### src/rtl/cpu_clock_pkg.sv
// rtl/cpu_clock_pkg.sv - shared state encoding and default timing constants for cpu_clock_ctrl
package cpu_clock_pkg;

  typedef enum logic [1:0] {
    ST_RUN        = 2'd0,
    ST_RUN_DRAIN  = 2'd1,
    ST_STEP_IDLE  = 2'd2,
    ST_STEP_PULSE = 2'd3
  } cpu_state_t;

  localparam int HALF_PERIOD_DEFAULT     = 2500000;
  localparam int DEBOUNCE_CYCLES_DEFAULT = 250000;

endpackage

### src/rtl/button_debounce.sv
// rtl/button_debounce.sv - button synchronizer, optional debounce (CPU_CLOCK_CTRL_DEBOUNCE_EN) and press strobe
module button_debounce
`ifdef CPU_CLOCK_CTRL_DEBOUNCE_EN
  import cpu_clock_pkg::*;
  #(
    parameter int DEBOUNCE_CYCLES = DEBOUNCE_CYCLES_DEFAULT
  )
`endif
  (
    input  logic clk,
    input  logic rst_n,
    input  logic btn,
    output logic press
  );

  logic sync_q1;
  logic sync_q2;
  logic level;
  logic edge_q;

  always_ff @(posedge clk or negedge rst_n) begin
    if (!rst_n) begin
      sync_q1 <= 1'b0;
      sync_q2 <= 1'b0;
    end else begin
      sync_q1 <= btn;
      sync_q2 <= sync_q1;
    end
  end

`ifdef CPU_CLOCK_CTRL_DEBOUNCE_EN
  localparam int CW = $clog2(DEBOUNCE_CYCLES + 1);
  localparam logic [CW-1:0] LAST = CW'(DEBOUNCE_CYCLES - 1);

  logic [CW-1:0] stable_cnt;
  logic          level_q;

  // Any sample that agrees with the accepted level restarts the qualification window.
  always_ff @(posedge clk or negedge rst_n) begin
    if (!rst_n) begin
      level_q    <= 1'b0;
      stable_cnt <= '0;
    end else if (sync_q2 == level_q) begin
      stable_cnt <= '0;
    end else if (stable_cnt == LAST) begin
      level_q    <= sync_q2;
      stable_cnt <= '0;
    end else begin
      stable_cnt <= stable_cnt + CW'(1);
    end
  end

  assign level = level_q;
`else
  assign level = sync_q2;
`endif

  always_ff @(posedge clk or negedge rst_n) begin
    if (!rst_n) begin
      edge_q <= 1'b0;
    end else begin
      edge_q <= level;
    end
  end

  assign press = level & ~edge_q;

endmodule

### src/rtl/cpu_clock_ctrl.sv
// rtl/cpu_clock_ctrl.sv - run/step/halt CPU clock generator; button debounce via CPU_CLOCK_CTRL_DEBOUNCE_EN
module cpu_clock_ctrl
  import cpu_clock_pkg::*;
  #(
    parameter int HALF_PERIOD     = HALF_PERIOD_DEFAULT,
    parameter int DEBOUNCE_CYCLES = DEBOUNCE_CYCLES_DEFAULT
  )
  (
    input  logic clk,
    input  logic rst_n,
    input  logic btn_mode,
    input  logic btn_step,
    output logic clk_cpu,
    output logic cpu_tick,
    output logic running
  );

  localparam int CW = $clog2(HALF_PERIOD);
  localparam logic [CW-1:0] TERM = CW'(HALF_PERIOD - 1);

  cpu_state_t    state;
  logic [CW-1:0] cnt;
  logic          terminal;
  logic          mode_press;
  logic          step_press;

  assign terminal = (cnt == TERM);

  // Unsupported parameter values elaborate this marker scope.
  if (HALF_PERIOD < 2 || DEBOUNCE_CYCLES < 1) begin : g_invalid_params
  end

`ifdef CPU_CLOCK_CTRL_DEBOUNCE_EN
  button_debounce #(.DEBOUNCE_CYCLES(DEBOUNCE_CYCLES)) u_mode_btn (
    .clk   (clk),
    .rst_n (rst_n),
    .btn   (btn_mode),
    .press (mode_press)
  );

  button_debounce #(.DEBOUNCE_CYCLES(DEBOUNCE_CYCLES)) u_step_btn (
    .clk   (clk),
    .rst_n (rst_n),
    .btn   (btn_step),
    .press (step_press)
  );
`else
  button_debounce u_mode_btn (
    .clk   (clk),
    .rst_n (rst_n),
    .btn   (btn_mode),
    .press (mode_press)
  );

  button_debounce u_step_btn (
    .clk   (clk),
    .rst_n (rst_n),
    .btn   (btn_step),
    .press (step_press)
  );
`endif

  always_ff @(posedge clk or negedge rst_n) begin
    if (!rst_n) begin
      state    <= ST_RUN;
      cnt      <= '0;
      clk_cpu  <= 1'b0;
      cpu_tick <= 1'b0;
      running  <= 1'b1;
    end else begin
      cpu_tick <= 1'b0;
      case (state)
        ST_RUN: begin
          if (mode_press && !clk_cpu) begin
            state   <= ST_STEP_IDLE;
            cnt     <= '0;
            running <= 1'b0;
          end else if (mode_press && !terminal) begin
            state   <= ST_RUN_DRAIN;
            cnt     <= cnt + CW'(1);
            running <= 1'b0;
          end else if (mode_press) begin
            // High phase ends on this very edge, so there is nothing left to drain.
            state   <= ST_STEP_IDLE;
            cnt     <= '0;
            clk_cpu <= 1'b0;
            running <= 1'b0;
          end else if (terminal) begin
            cnt      <= '0;
            clk_cpu  <= ~clk_cpu;
            cpu_tick <= ~clk_cpu;
          end else begin
            cnt <= cnt + CW'(1);
          end
        end

        ST_RUN_DRAIN, ST_STEP_PULSE: begin
          if (terminal) begin
            state   <= ST_STEP_IDLE;
            cnt     <= '0;
            clk_cpu <= 1'b0;
          end else begin
            cnt <= cnt + CW'(1);
          end
        end

        ST_STEP_IDLE: begin
          cnt     <= '0;
          clk_cpu <= 1'b0;
          if (mode_press) begin
            state   <= ST_RUN;
            running <= 1'b1;
          end else if (step_press) begin
            state    <= ST_STEP_PULSE;
            clk_cpu  <= 1'b1;
            cpu_tick <= 1'b1;
          end
        end
      endcase
    end
  end

endmodule

### config.mk
export PLATFORM = sky130hd
export DESIGN_NAME = cpu_clock_ctrl
export DESIGN_NICKNAME = d
export VERILOG_FILES = /design/src/rtl/cpu_clock_pkg.sv /design/src/rtl/button_debounce.sv /design/src/rtl/cpu_clock_ctrl.sv
export SDC_FILE = /design/constraint.sdc
export NUM_CORES = 1
export LEC_CHECK = 0
export BUFFER_PORTS_ARGS = -buffer_cell sky130_fd_sc_hd__clkbuf_2
export CORE_UTILIZATION = 53
export CTS_BUF_LIST = sky130_fd_sc_hd__clkbuf_4 sky130_fd_sc_hd__clkbuf_8 sky130_fd_sc_hd__clkbuf_16
export DETAILED_ROUTE_END_ITERATION = 8
export PLACE_DENSITY = 0.78
export SYNTH_ARGS = -nofsm -noshare
export SYNTH_HDL_FRONTEND = slang
export SYNTH_SLANG_ARGS = --single-unit
### constraint.sdc
create_clock -name clk -period 1.9 [get_ports clk]
set_input_delay 0.095 -clock clk [delete_from_list [all_inputs] [get_ports clk]]
set_output_delay 0.095 -clock clk [all_outputs]
set_load 0.01 [all_outputs]
# After elaboration in Yosys (flattened, before gate mapping)
# Cells that the tools add are included.
# totals
out_inout_bits	3
input_bits	4
ff_bits	33
elab_cells	68
# classes
n_mux	30
n_addsub	1
n_eq_ne	11
n_reduce_logical	10
n_bitwise	5
# op_table
operator	n
22-bit 2-to-1 mux	4
22-bit one-hot mux with 3 select lines	1
22-bit by 1-bit adder with 22-bit output, second input constant	1
22-bit equality test, second input constant	1
1-bit 2-to-1 mux	15
2-bit 2-to-1 mux	6
2-bit inequality test, second input constant	4
3-bit inequality test, second input constant	2
2-bit one-hot mux with 3 select lines	1
3-bit AND reduction	2
2-bit equality test, second input constant	2
4-bit inequality test, second input constant	1
1-bit one-hot mux with 2 select lines	2
4-bit AND reduction	1
1-bit inverter	3
1-bit one-hot mux with 3 select lines	1
1-bit bitwise AND	2
2-bit by 1-bit equality test with 1-bit output, second input constant	1
1-bit logical AND	2
1-bit logical NOT	2
2-bit logical NOT	1
2-bit nonzero test	1
2-bit OR reduction	1

# Depth between registers and ports, before layout
# logic_depth
depth_word	6
depth_mapped	6

# Hierarchy
# From an unflattened synthesis, not the netlist that was laid out.
# unflattened
hier_cells	153
hier_area_um2	1560.2
# by_module_without_submodules
mod	area_per_inst_um2	instances	cells_per_inst
cpu_clock_ctrl	1382.6	1	145
button_debounce	88.8	2	4

# Least setup slack after synthesis
# Ideal clock, no wire load.
# synth_path
path_type	flip-flop to flip-flop
from	register cnt[7]
to	register cnt[19]
arrival_ps	1744
n_path_buf	1
path_slack_ps	79
path_stages_with_launch	6
cell_sequence	dfrtp_1 -> nand3_2 -> or4_4 -> buf_6 -> or4_1 -> a21oi_1
# synth_via
elab_chain_cells	6
# synth_rtl
item	line	text
start: declaration	cpu_clock_ctrl.sv:22	logic [CW-1:0] cnt;
start signal: assignment	cpu_clock_ctrl.sv:80	cnt <= cnt + CW'(1);
start signal: assignment	cpu_clock_ctrl.sv:93	cnt <= cnt + CW'(1);
start signal: assignment	cpu_clock_ctrl.sv:103	cnt <= cnt + CW'(1);
22-bit by 1-bit adder with 22-bit output / 22-bit equality test (equally long branches)	-	
22-bit 2-to-1 mux / 1-bit logical NOT (equally long branches)	cpu_clock_ctrl.sv:88, cpu_clock_ctrl.sv:98, cpu_clock_ctrl.sv:78	
22-bit 2-to-1 mux / 1-bit logical AND (equally long branches)	cpu_clock_ctrl.sv:82, cpu_clock_ctrl.sv:78	
22-bit 2-to-1 mux	cpu_clock_ctrl.sv:78	end else if (mode_press && !terminal) begin
22-bit 2-to-1 mux	cpu_clock_ctrl.sv:74	if (mode_press && !clk_cpu) begin
22-bit one-hot mux with 3 select lines *	cpu_clock_ctrl.sv:72	case (state)
# Mark *: on every way between the ends. The rest lies on a longest branch, timed or not.
# A chain may end at the register's enable or synchronous reset.

# Worst setup path in the final report
# layout_path
from	register cnt[14]
to	register cnt[21]
# The elaborated chain is that of the path after synthesis.

==> flow_summary.yaml <==
power:
  total_power_mw: 1.66
  switching_share: 0.332
  seq_power_share: 0.552
  comb_power_share: 0.220
  intPower_mw: 1.11
  clkPwrFrac: 0.228
  p_switching_uw: 551
  vdd_drop_max_mv: 0.857
  p_per_area_nw_per_um2: 897
  power_leakage_nw: 0.765
yosys:
  synth_edf_count: 0
  ys_warn_count: 0
  synth.area.top_cells: "dfrtp_1 51%, xnor2_1 4.5%, nor2_1 4.1%, or4_1 3.4%, nand4_1 2.8%"
  syn_avg_cell_area_um2: 10.2
  synth-main-ff-cell: "dfrtp_1"
  ys_seq_elements: 33
  yosysUniqueCellTypes: 35
  synth_fp_nets: 158
  synthArstFlopShare: 1.00
  synth_area_leader_cell: "dfrtp_1"
  netlist_instances: 153
  netlist_area_um2: 1560
  synth_top_area_share: 0.514
  seq_area_frac_synth: 0.531
worst_hold_path:
  hp-class: "input pin to asynchronous set/reset pin"
clock_tree:
  numCtsBuffers: 5
  clockRootBuffer: "clkbuf_4"
  cts_buffer_depth: 2
  cts_sinks: 33
  clk_latency_ns: 0.34
  cts_tree: "yes"
  ctsHtreeMaxLevel: 2
  clk_pin_slew_ns: 0.10
run:
  drv_cap: 0
floorplan:
  dieArea_um2: 3160
  core_area_um2: 2760
  io-pin-count: 7
  die_y_um: 56.2
  die_x_um: 56.2
  rows: 19
  initial_utilization: 0.564
global_route:
  track_usage: 0.204
  grt_pass1_wl_um: 4800
  antenna_found_initial: 0
  grt_pass1_vias: 1089
  grt-ovfl-total: 0
  grt_max_degree: 34
place:
  dpl.hpwl_um: 2000
  placed_cells: 192
  gp_congestion: 0.867
  place_worst_setup_slack_ns: 0.0278
  port_buffers: 6
detailed_routing:
  met3_length_um: 210
  dr.pass1.iters: 4
  drtIter0Drc: 58
  wire_per_inst_um: 15.3
  topRoutingLayerUsed: "met4"
  wl_um: 3280
  drc: 0
  ant_nets: 0
  vias_per_cell: 5.92
  routed-wl-met2_um: 1530
  dr_total_vias: 1266
  wl_met1_um: 1470
timing:
  fin_crit_ns: 1.85
  drv_slew: 0
  tns_ns: 0
  setup_viol: 0
  finalClockSkew_ns: 0.00739
  tightest_slew_ns: 0.801
  finalHoldViolations: 0
  fmax_ghz: 0.541
  maxSlewHeadroom: 0.466
  fin_ws_ns: 0.0515
  fin_crit_sh: 0.973
cells_and_area:
  fillers: 198
  finalNonFillerCells: 214
  drive_gt1_frac: 0.273
  syn_to_final_growth_pct: 18.7
  nets: 187
  insertedDiodeCount: 0
setup_path:
  cp-end-kind: "flop"
  cp.arrival_ns: 2.11
  cp-start-kind: "flop"
  crit_type: "flop to flop"
  cp.required_ns: 2.16
  critical_path.max_fanout: 6
status:
  status: "finished, final reports clean"
-- cells by family after synthesis --
kind of cell             Yosys count  share of synthesized area
AND/OR/NAND/NOR                   72                      0.257
flip-flops                        33                      0.531
AO/OA/AOI/OAI                     23                     0.0916
XOR/XNOR                          13                     0.0732
buffers and inverters             10                     0.0314
multiplexers                       1                    0.00723
adder cells (fa/ha/maj)            1                    0.00804
-- cells in the mapped netlist, types with 5 or more instances --
library cell / count
nand2_1: 9
a21oi_1: 8
nand3_1: 8
nor4_1: 5
o31ai_1: 5
dfrtp_1: 32
xor2_1: 5
inv_1: 6
xnor2_1: 8
o21ai_0: 5
nor2_1: 17
or4_1: 7
nand4_1: 7
-- power by group through the flow --
stage	clock, mW	sequential (mW)	combinational (mW)
after floorplan	0	0.920	0.242
after global placement	0	0.921	0.337
after detailed placement	0	0.928	0.355
after CTS	0.391	0.916	0.359
after global routing	0.418	0.928	0.413
final	0.378	0.915	0.365
-- critical path, cell delays in order, from the launching register on --
cell and delay [ns]:
dfrtp_1 0.42, nand4_1 0.12, or4_4 0.58, or4_1 0.49
a21oi_1 0.17
-- what timing repair did --
item                                    CTS  global route
hold buffers                              3             0
endpoints found under the setup margin    0             6
setup buffers                             0            10
gates resized for setup                   0            10
hold endpoints to repair                 34             0
-- flip-flops by register name, summed over array words and instances, names as in the netlist --
name and count:
u_step_btn.level 1, u_mode_btn.sync_q1 1, clk_cpu 1, u_mode_btn.edge_q 1, state 2, u_step_btn.sync_q1 1, cnt 22, u_step_btn.edge_q 1
running 1, cpu_tick 1, u_mode_btn.level 1
-- per-layer routing --
layer / vias up / global-route usage
met3: 7 / 0.0791
li1: 613 / -
met1: 605 / 0.273
met5: - / 0
met4: 0 / 0.101
met2: 41 / 0.289
-- through the flow --
stage                     hold WS [ns]   util  area [um^2]
final                            0.357  0.670         1850
after global routing             0.364  0.670         1850
after CTS                        0.361  0.627         1730
after detailed placement         0.208  0.596         1640
after global placement           0.195  0.596         1640
after floorplan                 -0.201      -         1560
-- cell usage in the layout, fill, tap and decap left out, types with 2 or more instances in the layout --
master	n
a21oi_1	6
a21oi_2	2
buf_4	16
clkbuf_2	6
clkbuf_4	5
clkinv_2	2
dfrtp_1	30
dfrtp_2	2
dlygate4sd3_1	3
inv_1	6
nand2_1	9
nand3_1	7
nand3_2	2
nand4_1	7
nor2_1	17
nor2b_1	2
nor3_1	3
nor3b_1	2
nor4_1	5
o21ai_0	4
o31ai_1	3
o31ai_2	2
or2_2	3
or3_1	3
or4_1	5
or4_4	4
xnor2_1	8
xor2_1	5
-- area by class of cell --
| type | count | area (um^2) | share of cell area |
|---|---|---|---|
| Clock buffer | 5 | 37.5 | 0.0203 |
| Timing Repair Buffer | 25 | 180 | 0.0975 |
| Inverter | 6 | 22.5 | 0.0122 |
| Clock inverter | 3 | 17.5 | 0.00948 |
| Sequential cell | 33 | 830 | 0.449 |
| Multi-Input combinational cell | 111 | 722 | 0.391 |
| Tap cell | 31 | 38.8 | 0.0210 |
-- final timing paths --
path	start	endpoint	slack (ns)	cells after the start
max in group asynchronous	rst_n	cnt[11]	0.98	2
setup / recovery	cnt[14]	cnt[21]	0.05	4
hold / removal	rst_n	cnt[17]	0.36	2
setup reg to reg	cnt[14]	cnt[21]	0.05	4
min in group clk	u_mode_btn.sync_q1	u_mode_btn.level	0.36	0
hold reg to reg	u_mode_btn.sync_q1	u_mode_btn.level	0.36	0
(Power assumes the default switching activity.)
